**src/rtl/bus_demux_1to8_pkg.sv**
```systemverilog
// Shared definitions for the 1-to-8 peripheral bus demultiplexer:
// FSM state encoding and target-count constants.
package bus_demux_1to8_pkg;

   localparam int NUM_TARGETS = 8;
   localparam int IDX_W       = 3;

   typedef enum logic [1:0] {
      ST_IDLE   = 2'd0,
      ST_ACCESS = 2'd1,
      ST_DONE   = 2'd2
   } state_e;

endpackage

```
**src/rtl/bus_demux_1to8_decoder.sv**
```systemverilog
// Combinational 3-to-8 one-hot decoder; the parent registers the result
// into its target-select output.
module decoder_3to8
   import bus_demux_1to8_pkg::*;
(
   input  logic [IDX_W-1:0]       i_idx,
   output logic [NUM_TARGETS-1:0] o_onehot
);

   // Index to one-hot target select
   always_comb begin
      o_onehot = 8'h00;
      case (i_idx)
         3'd0:    o_onehot = 8'h01;
         3'd1:    o_onehot = 8'h02;
         3'd2:    o_onehot = 8'h04;
         3'd3:    o_onehot = 8'h08;
         3'd4:    o_onehot = 8'h10;
         3'd5:    o_onehot = 8'h20;
         3'd6:    o_onehot = 8'h40;
         3'd7:    o_onehot = 8'h80;
         default: o_onehot = 8'h00;
      endcase
   end

endmodule

```
**src/rtl/bus_demux_1to8.sv**
```systemverilog
// Routes one initiator request to one of 8 peripheral targets, collects the
// selected target's read data, and errors out if the target never answers.
module bus_demux_1to8
   import bus_demux_1to8_pkg::*;
#(
   parameter int DATA_W  = 32,
   parameter int ADDR_W  = 32,
   parameter int SEL_LSB = 28,
   parameter int TIMEOUT = 15
) (
   input  logic                          CLK,
   input  logic                          RST,
   input  logic                          M_VALID,
   input  logic                          M_WE,
   input  logic [ADDR_W-1:0]             M_ADDR,
   input  logic [DATA_W-1:0]             M_WDATA,
   output logic                          M_READY,
   output logic [DATA_W-1:0]             M_RDATA,
   output logic                          M_ERR,
   output logic [NUM_TARGETS-1:0]        S_SEL,
   output logic                          S_WE,
   output logic [ADDR_W-1:0]             S_ADDR,
   output logic [DATA_W-1:0]             S_WDATA,
   input  logic [NUM_TARGETS*DATA_W-1:0] S_RDATA,
   input  logic [NUM_TARGETS-1:0]        S_READY
);

   localparam int CNT_W = $clog2(TIMEOUT + 1);
   localparam logic [CNT_W-1:0] CNT_LAST = CNT_W'(TIMEOUT - 1);
   localparam logic [CNT_W-1:0] CNT_ONE  = CNT_W'(1);

   state_e                   r_state;
   logic [CNT_W-1:0]         r_cnt;
   logic [IDX_W-1:0]         r_idx;

   logic [IDX_W-1:0]         w_idx;
   logic [NUM_TARGETS-1:0]   w_onehot;
   logic [DATA_W-1:0]        w_rdata_sel;
   logic                     w_tgt_ready;

   assign w_idx       = M_ADDR[SEL_LSB+IDX_W-1:SEL_LSB];
   assign w_rdata_sel = S_RDATA[r_idx*DATA_W +: DATA_W];
   // Only the latched target's ready is honoured; others are ignored
   assign w_tgt_ready = S_READY[r_idx];

   decoder_3to8 u_decoder (
      .i_idx    (w_idx),
      .o_onehot (w_onehot)
   );

   // Transaction FSM with registered request, response and timeout counter
   always_ff @(posedge CLK or negedge RST) begin
      if (!RST) begin
         r_state <= ST_IDLE;
         r_cnt   <= {CNT_W{1'b0}};
         r_idx   <= {IDX_W{1'b0}};
         M_READY <= 1'b0;
         M_RDATA <= {DATA_W{1'b0}};
         M_ERR   <= 1'b0;
         S_SEL   <= {NUM_TARGETS{1'b0}};
         S_WE    <= 1'b0;
         S_ADDR  <= {ADDR_W{1'b0}};
         S_WDATA <= {DATA_W{1'b0}};
      end else begin
         case (r_state)
            ST_IDLE: begin
               M_READY <= 1'b0;
               M_RDATA <= {DATA_W{1'b0}};
               M_ERR   <= 1'b0;
               if (M_VALID) begin
                  S_WE    <= M_WE;
                  S_ADDR  <= M_ADDR;
                  S_WDATA <= M_WDATA;
                  S_SEL   <= w_onehot;
                  r_idx   <= w_idx;
                  r_cnt   <= {CNT_W{1'b0}};
                  r_state <= ST_ACCESS;
               end else begin
                  r_state <= ST_IDLE;
               end
            end

            ST_ACCESS: begin
               // Ready is checked before the timeout so a same-cycle answer wins
               if (w_tgt_ready) begin
                  M_RDATA <= S_WE ? {DATA_W{1'b0}} : w_rdata_sel;
                  M_ERR   <= 1'b0;
                  M_READY <= 1'b1;
                  S_SEL   <= {NUM_TARGETS{1'b0}};
                  r_state <= ST_DONE;
               end else if (r_cnt == CNT_LAST) begin
                  M_RDATA <= {DATA_W{1'b0}};
                  M_ERR   <= 1'b1;
                  M_READY <= 1'b1;
                  S_SEL   <= {NUM_TARGETS{1'b0}};
                  r_state <= ST_DONE;
               end else begin
                  r_cnt   <= r_cnt + CNT_ONE;
                  r_state <= ST_ACCESS;
               end
            end

            ST_DONE: begin
               M_READY <= 1'b0;
               M_RDATA <= {DATA_W{1'b0}};
               M_ERR   <= 1'b0;
               r_state <= ST_IDLE;
            end

            default: begin
               M_READY <= 1'b0;
               M_RDATA <= {DATA_W{1'b0}};
               M_ERR   <= 1'b0;
               S_SEL   <= {NUM_TARGETS{1'b0}};
               r_state <= ST_IDLE;
            end
         endcase
      end
   end

endmodule

```
**config.mk**
```make
export PLATFORM = sky130hd
export DESIGN_NAME = bus_demux_1to8
export DESIGN_NICKNAME = d
export VERILOG_FILES = /design/src/rtl/bus_demux_1to8_pkg.sv /design/src/rtl/bus_demux_1to8_decoder.sv /design/src/rtl/bus_demux_1to8.sv
export SDC_FILE = /design/constraint.sdc
export NUM_CORES = 1
export LEC_CHECK = 0
export ABC_CLOCK_PERIOD_IN_PS = 2300
export CELL_PAD_IN_SITES_DETAIL_PLACEMENT = 1
export CELL_PAD_IN_SITES_GLOBAL_PLACEMENT = 1
export CORE_AREA = 2 2 170 172
export DETAILED_ROUTE_END_ITERATION = 8
export DIE_AREA = 0 0 172 174
export GPL_ROUTABILITY_DRIVEN = 0
export PLACE_DENSITY_LB_ADDON = 0.1
export SLEW_MARGIN = 10
export SYNTH_ARGS = -nofsm -noshare
export SYNTH_HDL_FRONTEND = slang
export SYNTH_SLANG_ARGS = --single-unit
export TNS_END_PERCENT = 1
```
**constraint.sdc**
```tcl
create_clock -name CLK -period 2.3 [get_ports CLK]
set_input_delay 0.575 -clock CLK [delete_from_list [all_inputs] [get_ports CLK]]
set_output_delay 0.575 -clock CLK [all_outputs]
set_load 0.05 [all_outputs]
```
### Word level (Yosys, flattened, before mapping)

Memories as Yosys holds them, arrays and structs flattened.
Cells that the tools add are included.

* divide/modulo/power cells: 0
* equality and inequality tests: 7
* bitwise operators: 1
* muxes and demuxes: 23
* add/sub/neg operators: 1
* magnitude comparators: 1
* multiply operators: 0
* shift-type cells: 1
* reductions and logical operators: 5

Operators by type and width (count)
* $shiftx 256x9->32: 1
* $mux 32: 4
* $mux 8: 3
* $pmux 8 s3: 1
* $mux 4: 3
* $pmux 4 s2: 1
* $mux 1: 7
* $ne 2x2->1 const B: 3
* $add 4x1->4 const B: 1
* $eq 4x4->1 const B: 1
* $lt 3x4->1 const B: 1
* $mux 2: 2
* $pmux 2 s2: 1
* $reduce_and 4->1: 1
* $bmux 1 s3: 1
* $ne 3x3->1 const B: 1
* $reduce_and 3->1: 1
* $eq 2x1->1 const B: 1
* $eq 2x2->1 const B: 1
* $logic_not 2->1: 1
* $reduce_and 2->1: 1
* $reduce_bool 2->1: 1
* $not 1->1: 1

* memories: 1
* memory bits (writable): 0
* bits in read-only memories: 64
* bits in latches: 0
* output and inout port bits: 107
* register bits: 116
* bits of input ports: 332
* word-level logic and storage cells: 50

Memories
* (no name shown): depth 8, bits a word 8, rd ports 1, clocked after Yosys merged registers in 0, wr ports 0, RTL line bus_demux_1to8_decoder.sv:13 `case (i_idx)`

### Longest topological paths before layout

Gate-level depths: netlist of the first run.

* depth in word-level cells: 4
* depth in mapped cells: 8

### Cells and area by module

Synthesis of the first run repeated with hierarchy kept, for this count alone.

* cell total of the unflattened synthesis: 404
* area total of the unflattened synthesis: 6378.6 µm²

By module, submodules not included
* bus_demux_1to8: area an instance 6313.6 µm², instances 1, cells an instance 396
* decoder_3to8: area an instance 65.1 µm², instances 1, cells an instance 8

### Worst setup path before layout of the first run

Ideal clock, no wire load.

* path type: register -> register
* start: reg, netlist name S_ADDR[28]
* end: reg M_RDATA[10]
* stages on the path, launching flop included: 7
* buffers on the path: 3
* arrival: 2.325 ns
* path slack: -0.144 ns
* data required time: 2.181 ns
* library setup time: 0.119 ns
* clock period less this slack: 2.444 ns
* path through: dfrtp_1 > buf_4 > clkbuf_1 > buf_2 > mux4_2 > mux2i_1 > o2bb2ai_2

RTL lines
* end signal: assignment: RTL line bus_demux_1to8.sv:58 `M_RDATA <= {DATA_W{1'b0}};`
* end signal: assignment: RTL line bus_demux_1to8.sv:68 `M_RDATA <= {DATA_W{1'b0}};`
* end signal: assignment: RTL line bus_demux_1to8.sv:86 `M_RDATA <= S_WE ? {DATA_W{1'b0}} : w_rdata_sel;`
* end: declaration: RTL line bus_demux_1to8.sv:18 `output logic [DATA_W-1:0] M_RDATA,`

### Worst setup path in the final report of the first run

* start: in S_READY[7]
* end: reg M_RDATA[31]

* cells in the longest elaborated chain, start to end: 4
* elaborated cells between the ends (all ways): 5
* classes of those cells: 1 x eq/ne; 4 x mux

RTL lines
* start: declaration: RTL line bus_demux_1to8.sv:25 `input logic [NUM_TARGETS-1:0] S_READY`
* $bmux 1 s3 (*): RTL line bus_demux_1to8.sv:44 `assign w_tgt_ready = S_READY[r_idx];`
* $mux 1 (implied by the code) (*): RTL line bus_demux_1to8.sv:44
* $mux 32: RTL line bus_demux_1to8.sv:85 `if (w_tgt_ready) begin`
* $mux 32: RTL line bus_demux_1to8.sv:65 `case (r_state)`
* end signal: assignment: RTL line bus_demux_1to8.sv:68
* end signal: assignment: RTL line bus_demux_1to8.sv:86
* end signal: assignment: RTL line bus_demux_1to8.sv:92 `M_RDATA <= {DATA_W{1'b0}};`

Mark *: on every way between the ends. The rest lies on a longest branch, timed or not. The select of a mux whose other input is x is not followed.
A chain may end at the register's enable or synchronous reset.

==> results.txt, run 1 <==
- Result of the run: finished, final reports clean
* Clock tree sinks: 113
- For met1 alone, demand over resource in global routing was 0.228.
- Clock latency on the worst-skew pair: 410 ps
- The synthesized design spends more area on one cell type than any other, namely dfrtp_1.
- Setup violations remaining at the end of the flow were counted as 0.
- Synthesis produced a netlist with a net count of 865.
- In the synthesized netlist, the cells that appear most often are nand2_1 (196), dfrtp_1 (113), mux4_2 (64).
- Row generation in the floorplan step produced between 60 and 70 rows.
- Netlist area before placement: 6370 µm²
- Number of DRC markers in iteration 0: 216
- Worst path arrival time: between 2000 and 3000 ps
* Horizontal extent of the die: 172 µm
* Core Box Area: 28200 µm²
- The finished cells cover 12000 µm².
* Peak supply drop: 0.809 mV
- Max cap viols: 0
- Crit Path Max Fanout: 16
- Of the total power, the share spent switching nets is 0.471.
- In this run the remaining antenna-violating nets after routing total 0.
* Final wirelength: between 20 and 30 mm
- The critical path goes through clkdlybuf4s50_1 -> mux2i_1 -> and3_4 -> or4_4 -> or3_4 -> buf_12 -> o2bb2ai_1.
- CTS Root Cell: clkbuf_16
- The H-tree was split into 4 levels.
- Global router's overall resource usage: 0.192
- Measured along the y axis, the die boundary spans 174 µm.
- After clock tree synthesis, the clock-pin slew on the worst setup and hold paths is roughly 60 ps.
- The share of total power dissipated in combinational logic is 0.623.
- Final Hold Viols: 0
- For this run, global-route usage on met3 was measured as 0.0706.
- Number of buffers created by CTS: 17
- Number of global-route vias before repair: ~6.7k
- Yosys Warn Count: 0
- Die footprint: 29900 µm²
- Count of port buffers added during placement: 438
- Area added between synthesis and finish: 88.1%
- Number of storage elements in the synthesis netlist: about 110
* Deepest clock path buffer count: 2
- For the final database, setup skew stands at 10.2 ps.
- Among all flip-flop cells after synthesis, the most frequent one is dfrtp_1.
* Crit Path Category: input pin to flop
- Counting flops with a built-in enable in the synthesized netlist gives 0.
- Critical path endpoint category: flop
- Leak Pwr: 5.00 nW
- The cell count after synthesis came out at 531.
* Area share of the leading cell type in the synthesized netlist: 0.444
- On the worst path, the slowest cell contributes a delay of 530 ps.
- Number of buffers added to fix hold violations after cts: 0
- Hold Path Class: input pin to async pin
* Dominant cell by count in the synthesized netlist: nand2_1
- Nets: about 1.3k
- Final routed wire length divided by cell count: 21.1 µm
- Share of the yosys chip area belonging to registers: 0.444
- Buffers added to address setup during post-CTS repair amount to 0.
* Max-slew headroom: 0.603
- The smallest clock period supported by the final layout is computed as 2260 ps.
- For this configuration, the core starts out at a cell density of 0.225.
* Gr busiest metal: met2
- The share of total power dissipated in the clock network is 0.163.
- The netlist uses 35 different library cells.
- In this run the count of I/O pins placed on the die edge is 439.
* Average cell area after synthesis: 12.0 µm²
- Routed via count: between 6k and 7k
* Final Cycle Share: 0.983
- The final max-slew violation count was 0.
- Upper clock frequency limit: roughly 440 MHz
* Power Density: 1320 nW/µm²
- Top Family by Delay on Critical Path: simple AND/OR/NAND/NOR gates
* Final cell count without fillers: 1373
- Drt via density: ~4.4
* Fraction of final layout cells with drive strength greater than 1: 0.183
- At the pin with the least slew margin, the transition time is 594 ps.
- The number of placed instances, taps included, is approximately 1.3k.
- TritonCTS built the clock tree.
- Register share of total power: 0.214
* Required arrival time at the worst endpoint: 2620 ps
* Dominant cells by area after synthesis: dfrtp_1 (44%), mux4_2 (23%), nand2_1 (12%), o2bb2ai_2 (7.1%), mux2i_1 (5.5%)
* Total congestion overflow after global routing: 0
- The filler cells instantiated in the layout total between 3k and 4k.
- Net switching power: ~7.4 mW
- The first global-routing pass estimated 42.8 mm of wire.
- Post-detailed-placement cell area: 11300 µm²
- After detailed routing, the number of remaining DRC violations is 0.
- Dpl hpwl: 22.4 mm
- The number of antenna violations at the first check in global routing is 3.
- Entering global routing, the biggest net connects 67 pins.
- Slowest cell on the critical path: or4_4
- After synthesis, the share of flip-flops with an asynchronous set or reset is 1.00.
* Internal power: 8.34 mW
- Unrepaired setup endpoints after global routing: true
- Total buffers and inverters traversed by the critical path: 2
- Before antenna repair, the detailed router went through 4 iterations.
- Grt met2 use: 0.326
- Kind of start point of the critical path: input pin
## per-layer routing
layer,vias to the layer above,wire length [µm],share of wire
li1,2821,-,-
met1,2962,11600,0.40
met2,236,14300,0.49
met3,18,2750,0.095
met4,0,348,0.012
met5,-,0,0
## cell families (layout without fill, tap and decap cells)
group                      after synthesis  after routing  synth area share
other                                    0              3                 0
muxes                                  101            101             0.285
and+or+nand+nor                        224            224             0.143
DFF                                    113            113             0.444
AOI/OAI and AO/OA                       48             48            0.0928
adders and majority gates                2              2           0.00393
buffers and inverters                   43            498            0.0312
## cells in the final DEF, fill, tap and decap left out, types with 5 or more instances in the layout
cell and count:
clkdlybuf4s50_1 421, nand2_1 196, dfrtp_1 110, mux4_2 64, mux2i_1 35, o2bb2ai_2 30
buf_4 30, clkbuf_16 17, buf_12 10, nor3_1 5, inv_6 5
## power groups by stage
stage / combinational, mW / sequential, mW / clock (mW)
3_5_place_dp: 9.89 / 3.40 / 0
5_1_grt: 10.4 / 3.50 / 2.76
6_report: 9.82 / 3.37 / 2.57
4_1_cts: 10.0 / 3.39 / 2.67
3_3_place_gp: 9.88 / 3.38 / 0
2_1_floorplan: 3.44 / 6.05 / 0
## sequential cells by signal, summed over array words and instances, names as in the netlist
register and flops:
M_RDATA 32, S_ADDR 32, S_WDATA 32, S_SEL 8, r_cnt 4, r_state 2
M_ERR 1, M_READY 1, S_WE 1
## worst paths after layout
path,start,to,slack [ps],depth (start not counted)
setup / recovery,S_READY[7],M_RDATA[31],40,7
hold / removal,RST,M_RDATA[1],140,1
setup reg to reg,S_ADDR[28],M_RDATA[31],50,6
hold reg to reg,S_ADDR[8],S_ADDR[8],470,2
max in group asynchronous,RST,S_WDATA[6],1450,2
min in group CLK,S_ADDR[8],S_ADDR[8],470,2
## timing repair
item,CTS,global route
gates resized for setup,2,2
cloned,1,0
endpoints found under the setup margin,32,5
pin swaps,0,0
## cell type report
type / instances / area (µm²) / share of cell area
Tap cell: 384 / 480 / 0.0401
Clock inverter: 13 / 124 / 0.0103
Multi-Input combinational cell: 375 / 3360 / 0.281
Antenna cell: 3 / 7.51 / 0.000627
Sequential cell: 113 / 2840 / 0.237
Inverter: 2 / 7.51 / 0.000627
Timing Repair Buffer: 464 / 4710 / 0.393
Clock buffer: 19 / 453 / 0.0378
## worst reg2reg max path, delay by kind of cell (launching register included)
| kind | cells | cell delay, ps |
|---|---|---|
| flip-flops | 1 | 540 |
| AO/OA/AOI/OAI | 1 | 180 |
| AND/OR/NAND/NOR | 3 | 1120 |
| multiplexers | 1 | 160 |
| buffers and inverters | 1 | 180 |
## metrics by stage
| stage | util | total power, mW | setup TNS (ps) | setup slack, ps | hold slack [ps] |
|---|---|---|---|---|---|
| floorplan | - | 9.49 | 0 | 15.8 | 279 |
| global placement | 0.402 | 13.3 | -15410 | -421 | 456 |
| detailed placement | 0.402 | 13.3 | -16720 | -478 | 462 |
| CTS | 0.423 | 16.1 | 0 | 17.2 | 149 |
| global route | 0.424 | 16.7 | -39.9 | -13.8 | 158 |
| finish | 0.424 | 15.8 | 0 | 38.2 | 140 |
No activity file was read; power rests on OpenSTA's default activity.
==> run 2, diff against run 1 <==
REMOVE_ABC_BUFFERS = 1   (was unset)
SLEW_MARGIN = 20   (was 10)
==> results.txt, run 2 (synthesized netlist as in run 1, its figures left out) <==
* Die footprint: 29900 µm² (unchanged)
- Fraction of final layout cells with drive strength greater than 1: 0.183 (+0.000557)
- Clock latency on the worst-skew pair: 410 ps (about the same)
- In this run the clock root is driven by a clkbuf_16.
* Rows: 62 (unchanged)
- The final cell utilization of the core was 0.426 (+0.00177).
- Total congestion overflow after global routing: 0 (unchanged)
- The global-route wire length before repair came to 43.3 mm (+1.3%).
* Required arrival time at the worst endpoint: 2620 ps (about the same)
* Peak supply drop: 0.573 mV (-29%)
- Number of global-route vias before repair: 6708 (+0.48%)
- Highest layer used for signal routing: met5
* Worst slew pin tran: 697 ps (+103 ps)
* R2r worst-path depth: 6 (unchanged)
- STA classifies the critical path startpoint as an input pin.
- Relative to the synthesized area, the layout overhead comes to 88.9%.
- Drt via density: 4.47 (+1.6%)
- Total buffers and inverters traversed by the critical path: 2 (unchanged)
- The number of fill cells is 3062 (-0.49%).
- Initial DRT Pass Iterations: 4 (unchanged)
* Clock tree sinks: 113 (unchanged)
- Final Hold Viols: 0 (unchanged)
* Largest stage delay on the critical path: 530 ps (about the same)
* Crit Path Category: input pin to flop
* Period minus WS final: 2280 ps (+14.3 ps)
- The final-report setup violation count was 0 (unchanged).
- Nets: 1305 (-0.15%)
- Final routed wire length divided by cell count: 21.3 µm (+0.95%)
- Largest registers in the final layout: M_RDATA x32, S_ADDR x32, S_WDATA x32
* WL met1: 11.6 mm (-0.58%)
- Unrepaired setup endpoints after global routing: false
* Max-slew violation count: 0 (unchanged)
- Cell depth of the worst setup path: 7 (unchanged)
- The standard cell core area came to 28200 µm² (unchanged).
- Worst path arrival time: 2600 ps (about the same)
- Met3 wire length: 2.92 mm (+6.2%)
- Worst reg-to-reg setup slack: 50 ps (about the same)
- Slowest cell on the critical path: or4_4
* Crit Path Max Fanout: 16 (unchanged)
* Critical path endpoint category: flop
* Max-slew headroom: 0.535 (-0.0677)
* Clock tree from TritonCTS: done
- The total area of multi-input combinational cells was 3360 µm² (about the same).
- Depth of the CTS H-tree: 4 (unchanged)
* Number of buffers created by CTS: 17 (unchanged)
- Worst R2R Start: S_ADDR[28]
- The count of boundary I/O pins came to 439 (unchanged).
- The post-route clock skew is 8.61 ps (-1.59 ps).
- Power Density: 1340 nW/µm² (+1.5%)
* Hold Path Class: input pin to async pin
- The top cell types in the final layout, fill and taps aside, are clkdlybuf4s50_1 (418), nand2_1 (196), dfrtp_1 (110).
* Post-detailed-placement cell area: 11300 µm² (about the same)
- The effective utilization at floorplan is 0.225 (unchanged).
- The total number of vias was 6140 (+1.7%).
- The clock-pin slew on the worst setup and hold paths was 60 ps (about the same).
- The number of antenna violations at the first check in global routing is 8 (+5).
- The final routed DRC violation total came to 0 (unchanged).
- Number of DRC markers in iteration 0: 197 (-8.8%)
* Number of buffers added to fix hold violations after cts: 0 (unchanged)
* Most frequent standard cell in the layout excluding fill and tap cells: clkdlybuf4s50_1
- Floorplan die height: 174 µm (unchanged)
- In this design, the largest share of critical-path delay is due to simple AND/OR/NAND/NOR gates.
- The most critical setup path has its startpoint at S_READY[7].
- The worst register-to-register path ends at M_RDATA[31].
- Final wirelength: 29.3 mm (+1.0%)
- The total of max-cap violations is 0 (unchanged).
- The buffer levels on the longest clock path is 2 (unchanged).
* Leak Pwr: 5.01 nW (+0.36%)
* Pin count of the biggest net entering global routing: 67 (unchanged)
- The storage element area was 2840 µm² (unchanged).
- Final instance area: 12000 µm² (+0.42%)
- Final Cycle Share: 0.990 (+0.00621)
- The most critical setup path has its endpoint at M_RDATA[31].
- Global router's overall resource usage: 0.195 (+0.00274)
* Count of port buffers added during placement: 438 (unchanged)
* Met2 WL: 14.2 mm (about the same)
- Dpl hpwl: 22.8 mm (+1.9%)
- Cell-by-cell listing of the critical path: clkdlybuf4s50_1 -> mux2i_1 -> and3_4 -> or4_4 -> or3_4 -> buf_12 -> o2bb2ai_1
- The highest clock frequency the design can meet was 439 MHz (-0.63%).
- The width of the die came to 172 µm (unchanged).
* Result of the run: finished, final reports clean
- Final ANT Viol Nets: 0 (unchanged)
==> run 2: timing repair <==
action / 4_1_cts / 5_1_grt
resized for setup: 2 / 2
gates cloned: 1 / 0
endpoints found under the setup margin: 31 / 6
setup buffers: 0 / 0
==> run 2: worst reg2reg max path: stages, from the launching register on <==
cell	delay, ps
dfrtp_4	540
mux2i_1	150
and3_4	190
or4_4	530
or3_4	400
buf_12	180
o2bb2ai_1	180
==> run 2: how the worst min path moves through the flow <==
| stage | startpoint | end | slack, ps | depth (start not counted) |
|---|---|---|---|---|
| after global placement | S_WDATA[20] | S_WDATA[20] | 460 | 2 |
| after global routing | RST | S_ADDR[19] | 60 | 1 |
| after detailed placement | S_WDATA[0] | S_WDATA[0] | 460 | 2 |
| final | RST | S_ADDR[19] | 70 | 1 |
| after CTS | RST | S_ADDR[19] | 50 | 1 |
| after floorplan | RST | M_ERR | 280 | 0 |
==> run 2: power breakdown <==
part | switching (mW) | total (mW) | leakage (nW) | internal (mW)
logic | 5.88 | 9.83 | 3.26 | 3.95
clock network | 1.03 | 2.86 | 0.297 | 1.83
registers | 0.565 | 3.38 | 1.45 | 2.82
==> run 2: layout make-up <==
cell class	count	share of cell area
antenna	7	0.00146
multi-input combinational	375	0.280
clock inverter	14	0.0170
timing repair buffer	462	0.390
inverter	2	0.000624
sequential	113	0.236
tap	384	0.0400
clock buffer	17	0.0354
==> run 2: per-layer routing <==
metal	track usage	vias to the layer above
li1	-	2818
met1	0.226	3040
met2	0.325	249
met3	0.0792	29
met4	0.0648	4
met5	0	-
==> run 2: metrics by stage <==
stage	instances	setup TNS [ps]	power [mW]	hold WS [ps]	worst slack, ps
2_1_floorplan	490	-218330	9.39	279	-3880
3_3_place_gp	1335	-15360	13.3	456	-439
3_5_place_dp	1335	-15920	13.3	461	-469
4_1_cts	1367	0	16.3	53.6	42.9
5_1_grt	1374	0	17.0	55.9	2.16
6_report	1374	0	16.1	65.9	24.0
